--- src/rtl/fs_motor_pkg.sv ---
// Shared constants and types for the full-step phase driver and monitor.
// Coil patterns, FSM states, step direction and a pattern decoder.
package fs_motor_pkg;

  localparam logic [3:0] PH_IDX0 = 4'b0011;
  localparam logic [3:0] PH_IDX1 = 4'b0110;
  localparam logic [3:0] PH_IDX2 = 4'b1100;
  localparam logic [3:0] PH_IDX3 = 4'b1001;
  localparam logic [3:0] PH_OFF  = 4'b0000;

  localparam logic DIR_FWD = 1'b0;
  localparam logic DIR_REV = 1'b1;

  typedef enum logic {
    ST_IDLE  = 1'b0,
    ST_TRACK = 1'b1
  } state_e;

  typedef enum logic [1:0] {
    PK_OFF,
    PK_VALID,
    PK_ILLEGAL
  } ph_kind_e;

  typedef struct packed {
    ph_kind_e   kind;
    logic [1:0] idx;
  } ph_dec_t;

  function automatic ph_dec_t ph_decode(input logic [3:0] ph);
    ph_dec_t d;
    d.kind = PK_ILLEGAL;
    d.idx  = 2'd0;
    case (ph)
      PH_IDX0: begin d.kind = PK_VALID; d.idx = 2'd0; end
      PH_IDX1: begin d.kind = PK_VALID; d.idx = 2'd1; end
      PH_IDX2: begin d.kind = PK_VALID; d.idx = 2'd2; end
      PH_IDX3: begin d.kind = PK_VALID; d.idx = 2'd3; end
      PH_OFF:  d.kind = PK_OFF;
      default: d.kind = PK_ILLEGAL;
    endcase
    return d;
  endfunction

endpackage

--- src/rtl/fs_motor_monitor_filter.sv ---
// fs_phase_filter: 2-FF synchroniser and stability filter on the coil bus.
// filt_o only takes a pattern seen FILT_LEN consecutive times.
module fs_phase_filter #(
  parameter int FILT_LEN = 4
) (
  input  logic       clk,
  input  logic       rst,
  input  logic [3:0] ph_i,
  output logic [3:0] filt_o,
  output logic       filt_chg_o
);

  localparam int CW = $clog2(FILT_LEN + 1);
  localparam logic [CW-1:0] CNT_MAX = CW'(FILT_LEN);

  logic [3:0]    sync1_q, sync2_q;
  logic [3:0]    cand_q, cand_d;
  logic [3:0]    filt_q, filt_d;
  logic [CW-1:0] cnt_q, cnt_d;
  logic          chg_q, chg_d;

  // Track the candidate pattern and accept it once it has been stable.
  always_comb begin
    cand_d = cand_q;
    cnt_d  = cnt_q;
    filt_d = filt_q;
    chg_d  = 1'b0;
    if (sync2_q != cand_q) begin
      cand_d = sync2_q;
      cnt_d  = CW'(1);
    end else if (cnt_q != CNT_MAX) begin
      cnt_d = cnt_q + CW'(1);
    end
    if (cnt_d == CNT_MAX) begin
      filt_d = cand_d;
      chg_d  = (cand_d != filt_q);
    end
  end

  // Synchroniser, filter and change-pulse registers.
  always_ff @(posedge clk) begin
    if (rst) begin
      sync1_q <= '0;
      sync2_q <= '0;
      cand_q  <= '0;
      cnt_q   <= '0;
      filt_q  <= '0;
      chg_q   <= 1'b0;
    end else begin
      sync1_q <= ph_i;
      sync2_q <= sync1_q;
      cand_q  <= cand_d;
      cnt_q   <= cnt_d;
      filt_q  <= filt_d;
      chg_q   <= chg_d;
    end
  end

  assign filt_o     = filt_q;
  assign filt_chg_o = chg_q;

endmodule

--- src/rtl/fs_motor_monitor.sv ---
// Full-step coil pattern monitor: decodes steps, direction and position.
// Flags skipped steps and illegal patterns; reports recent motion.
module fs_motor_monitor
  import fs_motor_pkg::*;
#(
  parameter int FILT_LEN = 4,
  parameter int POS_W    = 16,
  parameter int TIMEOUT  = 50000
) (
  input  logic             clk,
  input  logic             rst,
  input  logic [3:0]       ph_in,
  input  logic             pos_clr,
  input  logic             err_clr,
  output logic             step_stb,
  output logic             step_dir,
  output logic [POS_W-1:0] position,
  output logic             locked,
  output logic             moving,
  output logic             err_skip,
  output logic             err_pattern
);

  localparam int TW = $clog2(TIMEOUT + 1);

  logic [3:0] filt;
  logic       filt_chg;
  ph_dec_t    dec;

  state_e           state_q, state_d;
  logic [1:0]       idx_q, idx_d;
  logic [1:0]       delta;
  logic             stb_q, stb_d;
  logic             dir_q, dir_d;
  logic [POS_W-1:0] pos_q, pos_d;
  logic             eskip_q, eskip_d;
  logic             epat_q, epat_d;
  logic             skip_set, pat_set;
  logic [TW-1:0]    timer_q, timer_d;

  fs_phase_filter #(
    .FILT_LEN (FILT_LEN)
  ) u_filt (
    .clk        (clk),
    .rst        (rst),
    .ph_i       (ph_in),
    .filt_o     (filt),
    .filt_chg_o (filt_chg)
  );

  assign dec   = ph_decode(filt);
  assign delta = dec.idx - idx_q;

  // Next state: step decode, position, sticky errors and motion timer.
  always_comb begin
    state_d  = state_q;
    idx_d    = idx_q;
    stb_d    = 1'b0;
    dir_d    = dir_q;
    pos_d    = pos_q;
    skip_set = 1'b0;
    pat_set  = 1'b0;
    if (filt_chg) begin
      unique case (state_q)
        ST_IDLE: begin
          unique case (1'b1)
            dec.kind == PK_VALID: begin
              state_d = ST_TRACK;
              idx_d   = dec.idx;
            end
            dec.kind == PK_ILLEGAL: pat_set = 1'b1;
            default: ;
          endcase
        end
        ST_TRACK: begin
          if (dec.kind == PK_VALID) begin
            idx_d = dec.idx;
            case (delta)
              2'd1: begin
                stb_d = 1'b1;
                dir_d = DIR_FWD;
                pos_d = pos_q + POS_W'(1);
              end
              2'd3: begin
                stb_d = 1'b1;
                dir_d = DIR_REV;
                pos_d = pos_q - POS_W'(1);
              end
              2'd2: skip_set = 1'b1;
              default: ;
            endcase
          end else begin
            state_d = ST_IDLE;
            pat_set = (dec.kind == PK_ILLEGAL);
          end
        end
      endcase
    end
    if (pos_clr) begin
      pos_d = '0;
    end
    eskip_d = skip_set | (eskip_q & ~err_clr);
    epat_d  = pat_set | (epat_q & ~err_clr);
    if (stb_d) begin
      timer_d = TW'(TIMEOUT);
    end else if (timer_q != '0) begin
      timer_d = timer_q - TW'(1);
    end else begin
      timer_d = timer_q;
    end
  end

  // State and output registers.
  always_ff @(posedge clk) begin
    if (rst) begin
      state_q <= ST_IDLE;
      idx_q   <= '0;
      stb_q   <= 1'b0;
      dir_q   <= 1'b0;
      pos_q   <= '0;
      eskip_q <= 1'b0;
      epat_q  <= 1'b0;
      timer_q <= '0;
    end else begin
      state_q <= state_d;
      idx_q   <= idx_d;
      stb_q   <= stb_d;
      dir_q   <= dir_d;
      pos_q   <= pos_d;
      eskip_q <= eskip_d;
      epat_q  <= epat_d;
      timer_q <= timer_d;
    end
  end

  assign step_stb    = stb_q;
  assign step_dir    = dir_q;
  assign position    = pos_q;
  assign locked      = (state_q == ST_TRACK);
  assign moving      = (timer_q != '0);
  assign err_skip    = eskip_q;
  assign err_pattern = epat_q;

endmodule

--- config.mk ---
export PLATFORM = sky130hd
export DESIGN_NAME = fs_motor_monitor
export DESIGN_NICKNAME = d
export VERILOG_FILES = /design/src/rtl/fs_motor_pkg.sv /design/src/rtl/fs_motor_monitor_filter.sv /design/src/rtl/fs_motor_monitor.sv
export SDC_FILE = /design/constraint.sdc
export NUM_CORES = 1
export LEC_CHECK = 0
export ABC_AREA = 1
export CAP_MARGIN = 10
export CORE_UTILIZATION = 64
export CTS_BUF_LIST = sky130_fd_sc_hd__clkbuf_4 sky130_fd_sc_hd__clkbuf_8
export CTS_CLUSTER_SIZE = 12
export DETAILED_ROUTE_END_ITERATION = 10
export MAX_ROUTING_LAYER = met4
export PLACE_DENSITY = 0.87
export SKIP_LAST_GASP = 1
export SYNTH_ARGS = -nofsm -noshare
export SYNTH_HDL_FRONTEND = slang
export SYNTH_SLANG_ARGS = --single-unit
export TNS_END_PERCENT = 20
--- constraint.sdc ---
create_clock -name clk -period 6 [get_ports clk]
set_input_delay 0.9 -clock clk [delete_from_list [all_inputs] [get_ports clk]]
set_output_delay 0.9 -clock clk [all_outputs]
set_load 0.05 [all_outputs]
# Word-level counts from Yosys, hierarchy flattened
# Cells that the tools add are included.
totals:
  regBits: 59
  input_bits: 8
  output_inout_bits: 22
  word_cells: 74
classes:
  add_sub_neg: 5
  n_eq_ne: 13
  n_mux: 23
  n_bitwise: 7
  n_reduce_logical: 11
ops:
  columns: ["operator", "count"]
  rows:
  - ["$mux 16", 2]
  - ["$pmux 16 s2", 1]
  - ["$sub 16x1->16 const B", 2]
  - ["$add 16x1->16 const B", 1]
  - ["$reduce_bool 16->1", 1]
  - ["$mux 1", 12]
  - ["$eq 4x4->1 const B", 2]
  - ["$ne 4x4->1", 2]
  - ["$reduce_or 2->1", 4]
  - ["$eq 2x2->1 const B", 3]
  - ["$mux 3", 2]
  - ["$pmux 2 s3", 1]
  - ["$eq 2x1->1 const B", 2]
  - ["$eq 4x2->1 const B", 1]
  - ["$eq 4x3->1 const B", 1]
  - ["$logic_not 4->1", 1]
  - ["$mux 4", 1]
  - ["$pmux 1 s2", 2]
  - ["$pmux 2 s2", 1]
  - ["$reduce_and 4->1", 1]
  - ["$reduce_bool 2->1", 2]
  - ["$reduce_or 4->1", 1]
  - ["$add 3x1->3 const B", 1]
  - ["$eq 3x3->1 const B", 1]
  - ["7 further kinds", 11]

# Longest topological paths before layout
# Gate-level depths: netlist of the first run.
logic_depth:
  ltp_word: 10
  mapped_depth: 26
  depth_no_buf: 26

# By module
# Synthesis of the first run repeated with hierarchy kept, for this count alone.
hier_totals:
  cells_unflattened: 537
  hier_area_um2: 3623.5
modules_own_cells:
  columns: ["mod", "n_inst", "cells_per_inst", "area_per_inst_um2", "seq_area_each_um2"]
  rows:
  - ["fs_motor_monitor", 1, 424, 2763.9, 780.7]
  - ["fs_phase_filter", 1, 113, 859.6, 400.4]

# Worst setup path before layout of the first run
# No wires, ideal clock.
synth_path:
  path_type: "register -> register"
  from: "register u_filt.filt_q[1] (netlist: u_filt.filt_o[1])"
  to: "register pos_q[8] (netlist: position[8])"
  setup_ps: 115
  t_arrival_ps: 2627
  required_time_ps: 5885
  path_slack_ps: 3257
  path_stages_with_launch: 25
  path_buffers: 1
  period_less_slack_ps: 2743
  cell_sequence: "dfxtp_1 > nor2_2 > nand2_4 > nand2_1 > inv_1 > ha_1 > inv_1 > nand2_1 > nand2_1 > nand3_4 > nand3_4 > buf_6 > nand2_1 > nand2_1 > inv_1 > ha_1 > or2_2 > nand2_1 > nand2_1 > nand2_1 > nand2_1 > nand2_1 > nand2_1 > o21ai_0 > inv_1"
synth_between:
  elab_chain_len: 6
  word_cells_on_any_way: 15
  classes_between: "add/sub: 1; eq/ne: 7; mux: 3; reduce/logical: 4"
synth_rtl:
  columns: ["item", "line", "source"]
  rows:
  - ["start, declared", "fs_motor_monitor_filter.sv:18", "logic [3:0] filt_q, filt_d;"]
  - ["start signal, assigned", "fs_motor_monitor_filter.sv:54", "filt_q <= filt_d;"]
  - ["$eq 4x4->1 or $eq 4x3->1 (tied branches)", "fs_motor_pkg.sv:34", "case (ph)"]
  - ["$pmux 2 s3", "fs_motor_pkg.sv:34", null]
  - ["$sub 2x2->2", "fs_motor_monitor.sv:52", "assign delta = dec.idx - idx_q;"]
  - ["$eq 2x2->1 or $eq 2x1->1 (tied branches)", "fs_motor_monitor.sv:78", "case (delta)"]
  - ["$reduce_bool 2->1 (no line)", null, null]
  - ["$reduce_and 4->1 (no line)", null, null]
  - ["end signal, assigned", "fs_motor_monitor.sv:129", "pos_q <= pos_d;"]
  - ["end, declared", "fs_motor_monitor.sv:35", "logic [POS_W-1:0] pos_q, pos_d;"]
# Several ways; a longest one is shown, not always the timed one.
# A chain may end at the register's enable or synchronous reset.

# Final worst setup path of the first run
# Same ends and word-level chain as after synthesis.

==> impl_metrics.yaml, run 1 <==
pwr:
  p_leak_nw: 1.873
  ir_worst_vdd_mv: 0.3107
  p_per_area_mw_per_mm2: 304.7
  p_total_mw: 1.196
timing:
  worstMarginPinSlew_ns: 0.6957
  post-route-period-util_pct: 53.68
  setup_viol: 0
  whs_ns: 0.4055
  slew_violations: 0
  fin_crit_ns: 3.221
  max-slew-margin-rel_pct: 53.57
  fmax_mhz: 310.5
  hold_violations: 0
  timing.setup.tns_ns: 0
  finalClockSkew_ns: 0.006008
  setup_ws_ns: 2.779
  rsz0062_at_grt: "no"
worst_setup_path:
  critical_path_class: "reg -> reg"
  crit_top_cell: "nand2_1"
  cp_data_required_time_ns: 6.24
  endpoint_kind: "register"
  arrival_ns: 3.46
  r2r_setup_slack_ns: 2.78
  crit_path_max_fanout: 17
  slowest_delay_ns: 0.37
  r2r-end: "position[8]"
  regToRegStartpoint: "u_filt.filt_o[1]"
  rr_worst_depth: 25
  crit_slowest_cell: "dfxtp_1"
  start_kind: "register"
clock_tree:
  cts_buffers: 9
  hold_buffers: 0
  clock_tree.buffer_depth: 2
  clock_latency_ns: 0.34
  cts_tree: "built"
  cts_setup_buffers: 0
  clkTransAtPathRegs_ns: 0.07
  clock-root-buffer: "clkbuf_8"
  h-tree-depth: 3
  ctsResizeCount: 0
  cts_sinks: 59
synthesis:
  yosysWarnings: 0
  syn_nets: 515
  avgSynthCellArea_um2: 6.757
  syn-cell-area_mm2: 0.003392
  synth-main-ff-cell: "dfxtp_1"
  synth-seq-cells: 59
  yosys-top-cells-count: "nand2_1, inv_1, dfxtp_1"
  synth_cell_type_count: 37
  synth_top_area_share_pct: 34.82
  ys_seq_area_share_pct: 34.82
  synth_most_common_cell: "nand2_1"
  netlist_instances: 502
  synth_edf_count: 0
  synth_top_area_cell: "dfxtp_1"
  synthArstFlopShare_pct: 0
  synthTopCellsByArea: "dfxtp_1, nand2_1, inv_1"
final_layout:
  nFillCells: 401
  fin_area_mm2: 0.003926
  drive_gt1_share_pct: 10.22
  final_util_pct: 76.87
  diodes: 0
  fin_cells: 608
  final_nets: 546
  area_growth_pct: 15.75
min_path:
  min_path_cells: 2
  hold_end: "u_filt.sync2_q[2]"
  hold_class: "reg -> reg"
  hold_start: "u_filt.sync1_q[2]"
outcome:
  outcome: "finished, final reports clean"
route:
  via_per_inst: 5.317
  wl_met1_um: 3297
  drtAntennaViolNets: 0
  finalWirelength_um: 7558
  num_vias: 3233
  dr.pass1.iters: 5
  wl_met3_um: 396
  met2WireLength_um: 3774
  avgRoutedWirePerCell_um: 12.43
  highest_layer: "met4"
  drcViolationCount: 0
  drt_iter0_markers: 197
global_route:
  gr-total-overflow: 0
  grt_pass1_wl_um: 12390
  grt_antenna_before_repair: 0
  grt.total_usage_pct: 30.19
  grt_max_degree: 30
  grt_pass1_vias: 2871
placement:
  dp_slack_ns: 2.870
  placed_area_mm2: 0.003715
  gp_congestion: 0.9176
  dpl.cell_count: 592
  dp_hpwl_um: 5385
  port_buffers: 29
die:
  die_h_um: 74.80
  ios: 30
  dieWidth_um: 74.80
  dieArea_mm2: 0.005595
  core_area_mm2: 0.005107
  row_count: 26
  initial_core_util_pct: 66.41
run:
  drv_cap: 0
## report_power, final
group          switching, mW  total (mW)  leakage [nW]  internal [mW]
sequential            0.0421       0.484         0.480          0.442
clock                  0.165       0.381         0.106          0.216
combinational          0.203       0.331          1.29          0.128
## worst max-delay path by stage
stage / startpoint / to / slack (ns) / cells past startpoint
after floorplan: u_filt.filt_o[1] / position[8] / 3.26 / 24
after global placement: u_filt.filt_o[1] / position[8] / 3.01 / 25
after detailed placement: u_filt.filt_o[1] / position[8] / 2.87 / 25
after CTS: u_filt.filt_o[1] / position[8] / 2.81 / 25
after global routing: u_filt.filt_o[1] / position[8] / 2.42 / 25
final: u_filt.filt_o[1] / position[8] / 2.78 / 25
## area by class of cell
| cell class | instances | area [um^2] | area share, % |
|---|---|---|---|
| clock buffers | 11 | 151.4 | 3.856 |
| well taps | 70 | 87.58 | 2.231 |
| clock inverters | 5 | 60.06 | 1.530 |
| flip-flops and latches | 59 | 1181 | 30.08 |
| multi-input cells | 341 | 1803 | 45.92 |
| inverters | 92 | 345.3 | 8.795 |
| repair buffers | 30 | 297.8 | 7.584 |
## registers in the layout (all words and copies together), names as in the netlist, 2 cells and up
signal	flops
position	16
timer_q	16
u_filt.cand_q	4
u_filt.filt_o	4
u_filt.sync1_q	4
u_filt.sync2_q	4
u_filt.cnt_q	3
idx_q	2
## kinds of logic (layout without fill, tap and decap cells)
kind of cell | count (synthesis) | count (layout) | share of synthesized area [%]
buffers and inverters | 102 | 138 | 12.03
DFF | 59 | 59 | 34.82
and+or+nand+nor | 235 | 235 | 32.39
adders and majority gates | 5 | 5 | 1.844
AOI/OAI and AO/OA | 80 | 80 | 13.50
xor gates and xnor gates | 21 | 21 | 5.422
## critical path: cells and delay by family, from the launching register on
| family | cells | cell delay [ns] |
|---|---|---|
| and+or+nand+nor | 16 | 1.83 |
| adders and majority gates | 2 | 0.38 |
| DFF | 1 | 0.37 |
| buffers and inverters | 6 | 0.36 |
| AOI/OAI and AO/OA | 1 | 0.17 |
## layer usage
metal,global-route usage [%],up-vias
met4,10.69,0
met3,8.568,8
met1,34.02,1473
met5,-,-
li1,-,1644
met2,51.05,108
## cell usage in the layout, fill, tap and decap left out, types with 2 or more instances in the layout
master           netlist  layout
nor2_1                56      56
xnor2_1                6       6
nand2_4                6       6
o21ai_1                4       4
nand3b_1               4       4
a21oi_1               34      34
inv_2                  3       3
nor3_1                 7       7
dfxtp_1               59      59
o41ai_1                8       8
or2_2                  3       3
nor2_2                 8       8
nor4_1                 2       2
nand2_2               12      12
nand2_1              106     106
o21ai_0               25      25
inv_1                 89      89
xor2_1                15      15
clkbuf_8               0      11
nand3_1               19      19
clkdlybuf4s50_1        0      29
nand4_1                6       6
a31oi_1                4       4
ha_1                   5       5
nand3_4                2       2
Note: power is estimated with default switching activity, not from simulation.
==> run 2: changes to the inputs <==
- CORE_UTILIZATION: 64 -> 60
- PLACE_DENSITY: 0.87 -> 0.83
- clock period: 6 -> 3 ns (I/O delays scaled with it)
==> impl_metrics.yaml, run 2 (same netlist as run 1, synthesis figures left out) <==
outcome:
  outcome: "finished, final reports clean"
pwr:
  p_total_mw: 2.474
  p_per_area_mw_per_mm2: 608.9
  ir_worst_vdd_mv: 0.8106
  p_leak_nw: 1.929
route:
  drt_iter0_markers: 205
  drcViolationCount: 0
  via_per_inst: 5.223
  avgRoutedWirePerCell_um: 12.11
  finalWirelength_um: 7499
  drtAntennaViolNets: 0
  dr.pass1.iters: 4
  num_vias: 3233
final_layout:
  fin_area_mm2: 0.004063
  drive_gt1_share_pct: 13.53
  area_growth_pct: 19.77
  layout_common_cells: "nand2_1, inv_1, nor2_1, dfxtp_1, a21oi_1"
  layout_commonest_cell: "nand2_1"
  diodes: 0
  final_nets: 555
die:
  initial_core_util_pct: 61.98
  row_count: 27
  core_area_mm2: 0.005473
  die_h_um: 77.19
  ios: 30
  dieWidth_um: 77.19
  dieArea_mm2: 0.005958
worst_setup_path:
  arrival_ns: 3.09
  cp_data_required_time_ns: 3.24
  crit_path_max_fanout: 5
  r2r_setup_slack_ns: 0.15
  critical_path_class: "reg -> reg"
  start_kind: "register"
  regToRegStartpoint: "u_filt.filt_o[0]"
  rr_worst_depth: 25
  endpoint_kind: "register"
  r2r-end: "position[12]"
placement:
  placed_area_mm2: 0.003760
  dp_hpwl_um: 5206
  gp_congestion: 0.8580
  port_buffers: 29
clock_tree:
  cts_tree: "built"
  clock_tree.buffer_depth: 2
  clock_latency_ns: 0.35
  cts_sinks: 59
  cts_buffers: 9
  clkTransAtPathRegs_ns: 0.07
  clock-root-buffer: "clkbuf_8"
  h-tree-depth: 3
timing:
  rsz0062_at_grt: "yes"
  whs_ns: 0.4015
  setup_viol: 0
  post-route-period-util_pct: 95.09
  worstMarginPinSlew_ns: 0.5036
  hold_violations: 0
  fmax_mhz: 350.6
  fin_crit_ns: 2.853
  max-slew-margin-rel_pct: 65.99
  slew_violations: 0
  finalClockSkew_ns: 0.009318
global_route:
  use_met3_pct: 6.429
  gr-total-overflow: 0
  grt_use_met1_pct: 30.78
  grt_pass1_vias: 2921
  grt_use_met2_pct: 47.88
  grt_pass1_wl_um: 12810
  busiest_layer: "met2"
  grt_antenna_before_repair: 0
  grt.total_usage_pct: 27.50
  grt_max_degree: 29
min_path:
  hold_class: "reg -> reg"
  hold_end: "u_filt.sync2_q[0]"
  min_path_cells: 2
  hold_start: "u_filt.sync1_q[0]"
run:
  drv_cap: 0
## run 2: changes by cell type in the layout (fill, tap and decap cells not counted), moves of 2 or more
cell / before / now
dfxtp_2: 0 / 2
nand2_1: 106 / 103
buf_4: 1 / 9
nand2_2: 12 / 15
dfxtp_1: 59 / 55
dfxtp_4: 0 / 2
inv_1: 89 / 87
## run 2: worst max-delay path by stage
| stage | to | cells past startpoint | startpoint | slack (ns) |
|---|---|---|---|---|
| final | position[12] | 25 | u_filt.filt_o[0] | 0.15 |
| after global routing | position[13] | 24 | u_filt.filt_o[0] | -0.05 |
| after CTS | position[12] | 24 | u_filt.filt_o[1] | 0.002 |
| after detailed placement | position[8] | 25 | u_filt.filt_o[1] | 0.06 |
| after global placement | position[8] | 25 | u_filt.filt_o[1] | 0.20 |
| after floorplan | position[8] | 24 | u_filt.filt_o[1] | 0.26 |
## run 2: routing by layer
metal,part of all wire (%),wire length (um)
met4,2.1,161
met1,44,3288
met3,4.8,358
met5,0,0
met2,49,3691
## run 2: final cells by class
cell class	instances	area, um^2
Tap cell	72	90.09
Clock inverter	5	83.83
Clock buffer	11	151.4
Fill cell	426	1410
Inverter	92	347.8
Timing Repair Buffer	39	377.9
Multi-Input combinational cell	341	1821
Sequential cell	59	1191
## run 2: per-stage QoR
| step | setup TNS (ns) | setup WS [ns] | utilization (%) | std cells |
|---|---|---|---|---|
| after floorplan | 0 | 0.2571 | - | 502 |
| after global placement | 0 | 0.1951 | 68.70 | 598 |
| after detailed placement | 0 | 0.05776 | 68.70 | 598 |
| after CTS | 0 | 0.002427 | 73.00 | 614 |
| after global routing | -0.1008 | -0.05277 | 74.23 | 619 |
| final | 0 | 0.1474 | 74.23 | 619 |
## run 2: worst max-delay path: stages (launching register included)
cell and delay [ns]:
dfxtp_2 0.35, inv_2 0.08, nand4_1 0.15, nand2_1 0.12, inv_1 0.05, ha_1 0.21, inv_1 0.05, nand2_1 0.06
nand2_2 0.09, inv_1 0.08, nand2_4 0.09, nand3_4 0.09, nor2_2 0.13, inv_1 0.07, nand2_1 0.05, inv_1 0.04
ha_1 0.16, or2_4 0.26, nand4_1 0.09, nand2_2 0.07, nand3b_1 0.12, nand2_1 0.07, nand2_1 0.07, nand3_1 0.08
nand2_1 0.08, inv_1 0.04
## run 2: timing repair
action,CTS,global route
endpoints found under the hold margin,0,0
hold buffers,0,0
gates resized for setup,0,16
setup endpoints to repair,0,12
buffers inserted,0,5
## run 2: where the power goes
group | switching, mW | internal (mW)
Sequential | 0.0839 | 0.883
Clock | 0.324 | 0.515
Combinational | 0.411 | 0.257
Total | 0.819 | 1.65
